`config.mk`:
```
export PLATFORM = sky130hd
export DESIGN_NAME = pc_redirect_ctrl
export DESIGN_NICKNAME = d
export VERILOG_FILES = /design/src/rtl/cpu_pkg.sv /design/src/rtl/pc_target_gen.sv /design/src/rtl/pc_redirect_ctrl.sv
export SDC_FILE = /design/constraint.sdc
export NUM_CORES = 1
export LEC_CHECK = 0
export ABC_AREA = 1
export BUFFER_PORTS_ARGS = -buffer_cell sky130_fd_sc_hd__buf_2
export CAP_MARGIN = 25
export CORE_MARGIN = 2
export CORE_UTILIZATION = 54
export CTS_BUF_LIST = sky130_fd_sc_hd__clkbuf_16
export DETAILED_ROUTE_END_ITERATION = 8
export PLACE_DENSITY = 0.84
export SLEW_MARGIN = 15
export SYNTH_ARGS = -nofsm -noshare
export SYNTH_HDL_FRONTEND = slang
export SYNTH_SLANG_ARGS = --single-unit
```
`constraint.sdc`:
```
create_clock -name clk -period 3.1 [get_ports clk]
set_input_delay 0.155 -clock clk [delete_from_list [all_inputs] [get_ports clk]]
set_output_delay 0.155 -clock clk [all_outputs]
set_load 0.05 [all_outputs]
```
`src/rtl/cpu_pkg.sv`:
```
// Shared definitions for the fetch / PC-redirect path: reset vectors,
// redirect type codes and the fetch sequencer state encoding.
package cpu_pkg;

    localparam logic [31:0] CPU_RESET_VEC = 32'h0000_0000;
    localparam logic [31:0] CPU_EXC_VEC   = 32'h0000_0180;

    typedef enum logic [1:0] {
        REDIR_BR   = 2'b00,
        REDIR_J    = 2'b01,
        REDIR_JR   = 2'b10,
        REDIR_NONE = 2'b11
    } redir_t;

    typedef enum logic [1:0] {
        ST_IDLE = 2'b00,
        ST_REQ  = 2'b01,
        ST_HOLD = 2'b10
    } fetch_state_t;

endpackage

```
`src/rtl/pc_target_gen.sv`:
```
// Combinational next-PC generator: sequential, PC-relative branch,
// region jump and register-indirect targets for a retiring instruction.
module pc_target_gen
    import cpu_pkg::*;
#(
    parameter logic [31:0] EXC_VEC = CPU_EXC_VEC
) (
    input  logic [31:0] inst_pc,
    input  logic [1:0]  redir_type,
    input  logic [25:0] redir_imm,
    input  logic [31:0] redir_reg,
    output logic [31:0] next_pc,
    output logic        misalign
);

    logic [31:0] seq_pc;
    logic [31:0] br_off;

    assign seq_pc = inst_pc + 32'd4;
    // Word offset sign-extended and scaled to bytes in one concatenation.
    assign br_off = {{14{redir_imm[15]}}, redir_imm[15:0], 2'b00};

    always_comb begin
        next_pc  = seq_pc;
        misalign = 1'b0;
        case (redir_type)
            REDIR_BR: next_pc = seq_pc + br_off;
            REDIR_J:  next_pc = {seq_pc[31:28], redir_imm, 2'b00};
            REDIR_JR: begin
                if (redir_reg[1:0] != 2'b00) begin
                    next_pc  = EXC_VEC;
                    misalign = 1'b1;
                end else begin
                    next_pc = redir_reg;
                end
            end
            default:  next_pc = seq_pc;
        endcase
    end

endmodule

```
`src/rtl/pc_redirect_ctrl.sv`:
```
// Fetch sequencer and PC owner: requests one instruction at a time from imem,
// holds it for the core, and selects the next PC when the core retires it.
module pc_redirect_ctrl
    import cpu_pkg::*;
#(
    parameter logic [31:0] RESET_VEC = CPU_RESET_VEC,
    parameter logic [31:0] EXC_VEC   = CPU_EXC_VEC
) (
    input  logic        clk,
    input  logic        rst_n,
    output logic        imem_req,
    output logic [31:0] imem_addr,
    input  logic        imem_ack,
    input  logic [31:0] imem_data,
    output logic        inst_valid,
    output logic [31:0] inst,
    output logic [31:0] inst_pc,
    input  logic        core_ready,
    input  logic        redir_valid,
    input  logic [1:0]  redir_type,
    input  logic [25:0] redir_imm,
    input  logic [31:0] redir_reg,
    output logic        misalign_err,
    output logic [31:0] retire_cnt
);

    fetch_state_t state_q, state_d;

    logic [31:0] pc_q, pc_d;
    logic [31:0] inst_q, inst_d;
    logic [31:0] inst_pc_q, inst_pc_d;
    logic        misalign_q, misalign_d;
    logic [31:0] cnt_q, cnt_d;

    logic        fetch_done;
    logic        retire;
    logic [1:0]  eff_type;
    logic [31:0] tgt_pc;
    logic        tgt_misalign;

    assign fetch_done = (state_q == ST_REQ) && imem_ack;
    assign retire     = (state_q == ST_HOLD) && core_ready;
    // Redirect fields only matter on the retire cycle; otherwise fall through sequentially.
    assign eff_type   = redir_valid ? redir_type : REDIR_NONE;

    pc_target_gen #(
        .EXC_VEC (EXC_VEC)
    ) u_tgt (
        .inst_pc    (inst_pc_q),
        .redir_type (eff_type),
        .redir_imm  (redir_imm),
        .redir_reg  (redir_reg),
        .next_pc    (tgt_pc),
        .misalign   (tgt_misalign)
    );

    always_ff @(posedge clk or negedge rst_n) begin
        if (!rst_n) begin
            state_q <= ST_IDLE;
        end else begin
            state_q <= state_d;
        end
    end

    always_comb begin
        state_d = state_q;
        case (state_q)
            ST_IDLE: state_d = ST_REQ;
            ST_REQ:  if (imem_ack)   state_d = ST_HOLD;
            ST_HOLD: if (core_ready) state_d = ST_REQ;
            default: state_d = ST_IDLE;
        endcase
    end

    always_comb begin
        imem_req   = (state_q == ST_REQ);
        inst_valid = (state_q == ST_HOLD);
    end

    always_comb begin
        pc_d       = pc_q;
        inst_d     = inst_q;
        inst_pc_d  = inst_pc_q;
        cnt_d      = cnt_q;
        misalign_d = 1'b0;
        if (fetch_done) begin
            inst_d    = imem_data;
            inst_pc_d = pc_q;
        end
        if (retire) begin
            pc_d       = tgt_pc;
            cnt_d      = cnt_q + 32'd1;
            misalign_d = tgt_misalign;
        end
    end

    always_ff @(posedge clk or negedge rst_n) begin
        if (!rst_n) begin
            pc_q       <= RESET_VEC;
            inst_q     <= 32'd0;
            inst_pc_q  <= 32'd0;
            misalign_q <= 1'b0;
            cnt_q      <= 32'd0;
        end else begin
            pc_q       <= pc_d;
            inst_q     <= inst_d;
            inst_pc_q  <= inst_pc_d;
            misalign_q <= misalign_d;
            cnt_q      <= cnt_d;
        end
    end

    assign imem_addr    = pc_q;
    assign inst         = inst_q;
    assign inst_pc      = inst_pc_q;
    assign misalign_err = misalign_q;
    assign retire_cnt   = cnt_q;

endmodule
```
# Yosys cells after proc, flatten, opt, wreduce, memory -nomap -nowiden
# Index checks and enable logic that the tools add are counted.
# word_totals
ff_bits	131
inputBits	97
# op_classes
addsub	3
n_eq_ne	6
muxes	9
n_reduce_logical	6
# ops
operator	count
32-bit case mux with 3 select lines	1
32-bit by 1-bit adder with 32-bit output, second input constant	1
32-bit by 3-bit adder with 32-bit output, second input constant	1
32-bit adder	1
32-bit two-way mux	1
2-bit two-way mux	3
2-bit case mux with 3 select lines	1
2-bit by 1-bit equality test with 1-bit output, second input constant	2
2-bit equality test, second input constant	2
2-bit zero test	2
2-bit by 1-bit != test with 1-bit output, second input constant	2
1-bit two-way mux	3
1-bit logical AND	2
2-bit AND reduction	1
2-bit nonzero test	1

# Longest topological paths before layout
# Gate-level depths: netlist (run 1).
# depth
depth_word	4
depth_mapped	27
mapped_depth_nobuf	27

# Modules after synthesis
# Synthesis (run 1) repeated with hierarchy kept, for this count alone.
# unflattened
cells_unflattened	1268
area_unflattened_um2	9206.3
# by_module_without_submodules
module	n_inst	cells_each	area_per_inst_um2	seq_area_each_um2
pc_redirect_ctrl	1	543	5565.3	3278.1
pc_target_gen	1	725	3641.0	0.0

# Worst setup path before layout (run 1)
# Ideal clock, no wire load.
# synth_path
path_kind	reg2reg
start	register inst_pc_q[2], in the netlist inst_pc[2]
end	register pc_q[21], in the netlist imem_addr[21]
setup_ps	118
arrival_ps	3058
t_required_ps	2982
slack_ps	-76
path_stages_with_launch	23
cell_sequence	dfrtp_1 > ha_1 > nand2_1 > nor2_1 > nand2_1 > inv_2 > nand2_4 > nor3_4 > nand2_1 > xor2_1 > inv_1 > ha_1 > nand2_1 > nor2_1 > inv_1 > nor2_1 > nand4_1 > nand3_1 > nand2_1 > nand3_1 > nand3_1 > nand2_1 > nand2_1
# synth_via
elab_chain_len	3
# synth_lines
element	line	text
start: declaration	pc_redirect_ctrl.sv:31	logic [31:0] inst_pc_q, inst_pc_d;
start signal: assignment	pc_redirect_ctrl.sv:107	inst_pc_q <= inst_pc_d;
32-bit by 3-bit adder with 32-bit output *	pc_target_gen.sv:19	assign seq_pc = inst_pc + 32'd4;
32-bit adder	pc_target_gen.sv:27	REDIR_BR: next_pc = seq_pc + br_off;
32-bit case mux with 3 select lines *	pc_target_gen.sv:26	case (redir_type)
end signal: assignment	pc_redirect_ctrl.sv:105	pc_q <= pc_d;
end: declaration	pc_redirect_ctrl.sv:29	logic [31:0] pc_q, pc_d;
# Every way passes the cells marked *; elsewhere a longest branch is shown, timed or not.
# A chain may end at the register's enable or synchronous reset.

# Final worst setup path (run 1)
# layout_path
start	register inst_pc_q[2], in the netlist inst_pc[2]
end	register pc_q[26], in the netlist imem_addr[26]
# The elaborated chain is that of the path after synthesis.

==> impl_metrics.csv, run 1 <==
group,metric,value,unit
floorplanning,die_w,132.3,um
clocking,clk_latency,0.43,ns
synth,syn-instance-count,1189,
worst_setup_path,start_kind,"register",
synth,synth_cell_types,49,
synth,async_flop_share,100.0,%
worst_setup_path,cp_num_buf_inv,3,
sta,worst_clock_skew,0.008390,ns
route,ant_nets,0,
worst_setup_path,critPathTopFamily,"simple AND/OR/NAND/NOR gates",
grt,grt-ovfl-total,0,
worst_setup_path,critical_path.slowest_cell,"dfrtp_2",
floorplanning,die_area,17500,um^2
floorplanning,rows,46,
synth,syn-num-nets,1322,
layout,nets,1615,
route,vias_per_cell,5.488,
pwr,peakVddDrop,0.001068,V
worst_setup_path,path_cells,"buf_4 -> inv_1 -> nor2_1 -> nand2_2 -> nor2_4 -> nand3_2 -> nor2_1 -> xor2_1 -> inv_1 -> ha_4 -> a21oi_1 -> o21ai_0 -> a21oi_1 -> nand4_1 -> nand3_2 -> nand2_1 -> nand2_1 -> nand2_1",
clocking,cts_tree,"built",
pwr,power_leakage,6.386,nW
grt,first_global_vias,9137,
sta,rsz0062_at_grt,"yes",
route,drt_first_pass_iters,6,
synth,syn_area,8886,um^2
sta,maxSlewHeadroom,46.41,%
layout,post-route-util,74.00,%
layout,layout_common_cells,"nand2_1 (315), buf_2 (226), inv_1 (156)",
grt,met2_usage,56.60,%
route,dr_total_vias,9390,
job,cap_violations,0,
place,io_buffers,227,
worst_setup_path,r2r_setup_slack,0.08,ns
worst_setup_path,cp.required,3.41,ns
sta,fin_crit,3.017,ns
clocking,cts-buffers-inserted,17,
floorplanning,coreArea,16000,um^2
clocking,clock-sinks,131,
clocking,clockRootBuffer,"clkbuf_16",
layout,drive_above_1_share,31.10,%
synth,ys.flop_type,"dfrtp_1",
route,wl_per_cell,17.63,um
synth,synth_warnings,0,
sta,finalCritPeriodShare,97.33,%
sta,setup_viol_count_final,0,
grt,busiest_layer,"met2",
floorplanning,die_y,132.3,um
worst_setup_path,worstPathArrival,3.33,ns
grt,use_met3,8.189,%
route,wl,30170,um
clocking,clk_pin_slew,0.06,ns
synth,syn_avg_cell_area,7.474,um^2
worst_setup_path,worst-setup-path-type,"register to register",
layout,final_common_cell,"nand2_1",
route,drc,0,
min_path,min_path_type,"input port to register",
grt,grt_use_met1,41.37,%
place,place_congestion,1.042,
grt,antenna_found_initial,0,
sta,tightest_slew,0.8010,ns
route,dr.first_iter.drc_count,882,
worst_setup_path,worstSetupEndpointType,"register",
layout,diodes,0,
synth,synth-seq-cells,131,
sta,tns,0,ns
floorplanning,num_io_pins,228,
grt,grt_pass1_wl,46710,um
layout,syn_to_final_growth,33.24,%
place,hpwlAfterDp,21370,um
synth,ys_seq_area_share,36.89,%
synth,synth-edff-count,0,
grt,grt_usage,33.60,%
floorplanning,start_util,55.54,%
clocking,htree_levels,4,
worst_setup_path,slowest_delay,0.40,ns
grt,grt_max_degree,73,
clocking,clockBufferDepth,2,
status,status,"finished, final reports clean",
worst_setup_path,path_max_fanout,6,
sta,slew_viol_final,0,
sta,max_freq,331.4,MHz
sta,finalHoldViolCount,0,
worst_setup_path,cpMostUsedCell,"nand2_1",
pwr,powerDensity,1033,nW/um^2
final timing paths:
check,from,depth (start not counted),to
max in group asynchronous,rst_n,3,inst[7]$_DFFE_PN0P_
min in group asynchronous,rst_n,2,retire_cnt[21]$_DFFE_PN0P_
worst min register to register,retire_cnt[31]$_DFFE_PN0P_,1,retire_cnt[31]$_DFFE_PN0P_
worst max-delay path,inst_pc[2]$_DFFE_PN0P_,18,imem_addr[26]$_DFFE_PN0P_
worst max register to register,inst_pc[2]$_DFFE_PN0P_,18,imem_addr[26]$_DFFE_PN0P_
worst min-delay path,redir_reg[3],3,imem_addr[3]$_DFFE_PN0P_
cell families (layout without fill, tap and decap cells):
| logic type | count (synthesis) | after routing | share of synthesized area (%) |
|---|---|---|---|
| AOI/OAI and AO/OA | 158 | 158 | 10.19 |
| xor gates and xnor gates | 54 | 54 | 5.323 |
| adders and majority gates | 36 | 36 | 5.153 |
| buffers and inverters | 194 | 500 | 8.364 |
| DFF | 131 | 131 | 36.89 |
| muxes | 45 | 45 | 5.703 |
| and+or+nand+nor | 571 | 571 | 28.37 |
through the flow:
| stage | hold slack, ns | instance area [um^2] | power, W | worst slack, ns | instances |
|---|---|---|---|---|---|
| 6_report | 0.01647 | 11840 | 0.01223 | 0.08272 | 1711 |
| 5_1_grt | 0.04117 | 11840 | 0.01288 | -0.1349 | 1711 |
| 4_1_cts | 0.0006016 | 11370 | 0.01165 | 0.001650 | 1700 |
| 3_5_place_dp | 0.2083 | 10400 | 0.009553 | -0.08726 | 1632 |
| 3_3_place_gp | 0.2091 | 10400 | 0.009454 | -0.04598 | 1632 |
| 2_1_floorplan | -0.1406 | 8889 | 0.007715 | 0.07084 | 1189 |
sequential cells by signal (all words and copies together) (netlist names):
register and cells:
imem_addr 32, inst 32, inst_pc 32, retire_cnt 32, state_q 2, misalign_err 1
what timing repair did:
| action | 4_1_cts | 5_1_grt |
|---|---|---|
| hold endpoints to repair | 103 | 0 |
| cloned | 0 | 0 |
| resized for setup | 4 | 103 |
| setup buffers | 1 | 11 |
| setup endpoints to repair | 3 | 22 |
| hold buffers | 35 | 0 |
| pin swaps | 3 | 27 |
final cells by class:
class | count | area (um^2)
well taps | 216 | 270.3
clock inverters | 15 | 167.7
inverters | 168 | 630.6
clock buffers | 17 | 425.4
repair buffers | 300 | 1798
multi-input cells | 864 | 5261
flip-flops and latches | 131 | 3287
fillers | 1201 | 4160
where the power goes:
part / internal (W) / switching (W) / total, W
clock network: 0.00114 / 0.000871 / 0.00202
registers: 0.00235 / 0.000606 / 0.00296
logic: 0.00212 / 0.00513 / 0.00725
per-layer routing:
metal | wire length (um) | share of wire [%]
met1 | 11700 | 39
met2 | 14410 | 48
met3 | 2819 | 9.3
met4 | 1245 | 4.1
met5 | 0 | 0
tightest hold or removal path, cell delays in order:
cell	delay, ns
buf_2	0.08
a211oi_1	0.06
a21oi_1	0.10
synth_stat cells (2+ instances only):
cell type	count	area share (%)
nand2_1	331	14
inv_1	159	6.7
dfrtp_1	131	37
nor2_1	99	4.2
nand3_1	75	4.2
a21oi_1	58	3.3
o21ai_0	49	2.8
mux2_2	45	5.7
ha_1	35	4.9
xor2_1	33	3.3
xnor2_1	21	2.1
nand4_1	17	1.2
a22oi_1	15	1.3
buf_2	12	0.68
clkbuf_1	12	0.51
nor3_1	12	0.68
inv_2	9	0.38
o21ai_1	9	0.51
a221oi_1	7	0.69
nor2_2	7	0.49
o21bai_1	5	0.42
and2_1	4	0.28
nor3_2	4	0.45
o211ai_1	4	0.34
nand2_2	3	0.21
nor2_4	3	0.38
a211oi_1	2	0.17
a21o_1	2	0.17
buf_1	2	0.085
nand2_4	2	0.25
nand3b_1	2	0.17
nand4_2	2	0.28
or2_2	2	0.14
Power figures use the tool's default switching activity.
==> run 2, diff against run 1 <==
--- a/config.mk
+++ b/config.mk
@@ -5,11 +5,10 @@
 export SDC_FILE = /design/constraint.sdc
 export NUM_CORES = 1
 export LEC_CHECK = 0
-export ABC_AREA = 1
 export BUFFER_PORTS_ARGS = -buffer_cell sky130_fd_sc_hd__buf_2
 export CAP_MARGIN = 25
 export CORE_MARGIN = 2
-export CORE_UTILIZATION = 54
+export CORE_UTILIZATION = 53
 export CTS_BUF_LIST = sky130_fd_sc_hd__clkbuf_16
 export DETAILED_ROUTE_END_ITERATION = 8
 export PLACE_DENSITY = 0.84
==> impl_metrics.csv, run 2 <==
group,metric,value,unit
synth,ys.flop_type,"dfrtp_1",
clocking,clockRootBuffer,"clkbuf_16",
synth,async_flop_share,100.0,%
worst_setup_path,path_max_fanout,6,
layout,regArea,3296,um^2
floorplanning,num_io_pins,228,
pwr,peakVddDrop,0.0008165,V
route,drt_first_pass_iters,5,
clocking,cts_tree,"built",
synth,synth_compound_area_share,15.59,%
sta,max_freq,305.8,MHz
worst_setup_path,r2r_setup_slack,-0.17,ns
layout,design_area,11440,um^2
synth,synth_cell_types,59,
layout,final_common_cell,"buf_2",
layout,syn_to_final_growth,44.94,%
grt,antenna_found_initial,1,
status,status,"complete, but fails checks",
layout,multiInputGateArea,5081,um^2
synth,synth-edff-count,0,
pwr,power_leakage,5.547,nW
min_path,whs_path_depth,3,
floorplanning,start_util,54.33,%
sta,fin_crit,3.270,ns
sta,fin_ws,-0.1698,ns
clocking,clock-sinks,131,
grt,first_global_vias,7852,
job,cap_violations,0,
grt,grt_pass1_wl,39670,um
synth,yosys.area.top_type_share,41.51,%
worst_setup_path,start_kind,"register",
route,dr_total_vias,8209,
grt,grt_usage,31.10,%
grt,grt_max_degree,73,
place,pre_cts_ws,-0.1160,ns
synth,syn_area,7896,um^2
sta,whs,0.02119,ns
layout,nFillCells,944,
worst_setup_path,worst-setup-path-type,"register to register",
worst_setup_path,crit_start,"inst_pc[6]$_DFFE_PN0P_",
min_path,min_to,"imem_addr[12]$_DFFE_PN0P_",
sta,setup_viol_count_final,11,
route,wl_per_cell,19.95,um
floorplanning,rows,44,
min_path,min_path_type,"input port to register",
worst_setup_path,worstPathArrival,3.58,ns
synth,synth_top_family_by_area,"simple AND/OR/NAND/NOR gates",
worst_setup_path,rr_endpoint,"imem_addr[23]$_DFFE_PN0P_",
place,place_area,9782,um^2
floorplanning,coreArea,14530,um^2
worst_setup_path,critical_path.slowest_cell,"dfrtp_2",
worst_setup_path,rr_worst_depth,12,
synth,yosys.area_share.simple,16.76,%
place,io_buffers,227,
sta,slew_viol_final,0,
synth,synthAdderAreaFrac,5.799,%
sta,maxSlewHeadroom,45.33,%
clocking,clk_latency,0.43,ns
route,vias_per_cell,6.090,
status,failed_checks,"negative setup slack",
synth,syn_avg_cell_area,9.737,um^2
synth,synth.most_common_cell,"dfrtp_1",
layout,post-route-util,78.74,%
floorplanning,die_area,15890,um^2
worst_setup_path,worstSetupEndpointType,"register",
sta,tightest_slew,0.8171,ns
clocking,cts-buffers-inserted,17,
synth,synth-seq-cells,131,
synth,synth_common_cells,"dfrtp_1 (131), nand2_1 (87), o21ai_0 (66)",
route,drc,0,
synth,syn-instance-count,811,
place,hpwlAfterDp,16880,um
synth,synth.area.top_cells,"dfrtp_1 (42%), mux2_2 (9.1%), xnor2_1 (6.1%)",
worst_setup_path,r2r_start,"inst_pc[6]$_DFFE_PN0P_",
sta,worst_clock_skew,0.01346,ns
layout,drive_above_1_share,45.40,%
route,wl,26890,um
pwr,total_power,0.01210,W
clocking,clockBufferDepth,2,
pwr,powerDensity,1057,nW/um^2
floorplanning,die_y,126.1,um
worst_setup_path,cp.required,3.41,ns
grt,grt-ovfl-total,0,
sta,rsz0062_at_grt,"yes",
synth,synth_warnings,0,
sta,finalCritPeriodShare,105.5,%
layout,layout_common_cells,"buf_2 (226), dfrtp_1 (119), buf_4 (84)",
min_path,min_from,"redir_reg[12]",
synth,yosysTopAreaCell,"dfrtp_1",
synth,ys_seq_area_share,41.51,%
worst_setup_path,path_cells,"nand4_4 -> nor4_4 -> buf_6 -> buf_4 -> nand3_1 -> xnor2_2 -> ha_2 -> a21o_1 -> a211o_1 -> or3_1 -> a31oi_1 -> o21ai_1",
sta,finalHoldViolCount,0,
synth,syn-num-nets,944,
clocking,htree_levels,4,
synth,synth.area.mux_share,9.634,%
place,place_congestion,0.9688,
route,dr.first_iter.drc_count,867,
clocking,clk_pin_slew,0.07,ns
worst_setup_path,slowest_delay,0.40,ns
layout,nets,1283,
synth,synth_xor_area_share,8.541,%
route,ant_nets,0,
floorplanning,die_w,126.1,um
run 2: routing by layer:
layer  vias to the layer above  global-route usage (%)  routed length (um)
met4                         2                   13.32                1073
met1                      3950                   40.30               10350
li1                       3628                       -                   -
met5                         -                       0                  13
met3                       103                   6.032                2396
met2                       526                   51.08               13060
run 2: power breakdown:
group | total [W] | internal [W] | leakage [nW] | switching, W
clock network | 0.00195 | 0.00106 | 0.270 | 0.000888
logic | 0.00724 | 0.00265 | 3.63 | 0.00460
registers | 0.00290 | 0.00232 | 1.64 | 0.000579
run 2: cell families after synthesis:
family | after synthesis
AND/OR/NAND/NOR | 267
AO/OA/AOI/OAI | 188
flip-flops | 131
XOR/XNOR | 77
multiplexers | 68
buffers and inverters | 44
adder cells (fa/ha/maj) | 36
run 2: cell type report:
type                    count  area share, %
diodes                      1        0.02187
flip-flops and latches    131          28.80
clock inverters            15          1.224
well taps                 184          2.012
clock buffers              17          3.717
repair buffers            353          19.47
inverters                  11         0.3608
multi-input cells         636          44.40
run 2: repair_timing:
item                                    4_1_cts  5_1_grt
hold buffers                                 35        0
pin swaps                                     9       47
endpoints found under the setup margin       10       20
gates resized for setup                      26       86
endpoints found under the hold margin        93        0
setup buffers                                 4       19
run 2: stage by stage:
step	setup TNS, ns	std cells
2_1_floorplan	-0.2503	811
3_3_place_gp	-0.006173	1258
3_5_place_dp	-0.7040	1258
4_1_cts	-0.02701	1329
5_1_grt	-3.248	1347
6_report	-0.9868	1348
run 2: how the worst max path moves through the flow:
stage | to | slack [ns] | cells after the start
after floorplan | imem_addr[28]$_DFFE_PN0P_ | -0.08 | 13
after global placement | imem_addr[26]$_DFFE_PN0P_ | -0.006 | 14
after detailed placement | imem_addr[31]$_DFFE_PN0P_ | -0.12 | 15
after CTS | imem_addr[26]$_DFFE_PN0P_ | -0.02 | 14
after global routing | imem_addr[28]$_DFFE_PN0P_ | -0.30 | 14
final | imem_addr[23]$_DFFE_PN0P_ | -0.17 | 12
run 2: worst max-delay path: cells and delay by family (launching register included):
kind | cells | cell delay (ns)
AO/OA/AOI/OAI | 4 | 0.79
XOR/XNOR | 1 | 0.23
adder cells (fa/ha/maj) | 1 | 0.39
buffers and inverters | 2 | 0.31
flip-flops | 1 | 0.40
AND/OR/NAND/NOR | 4 | 1.03
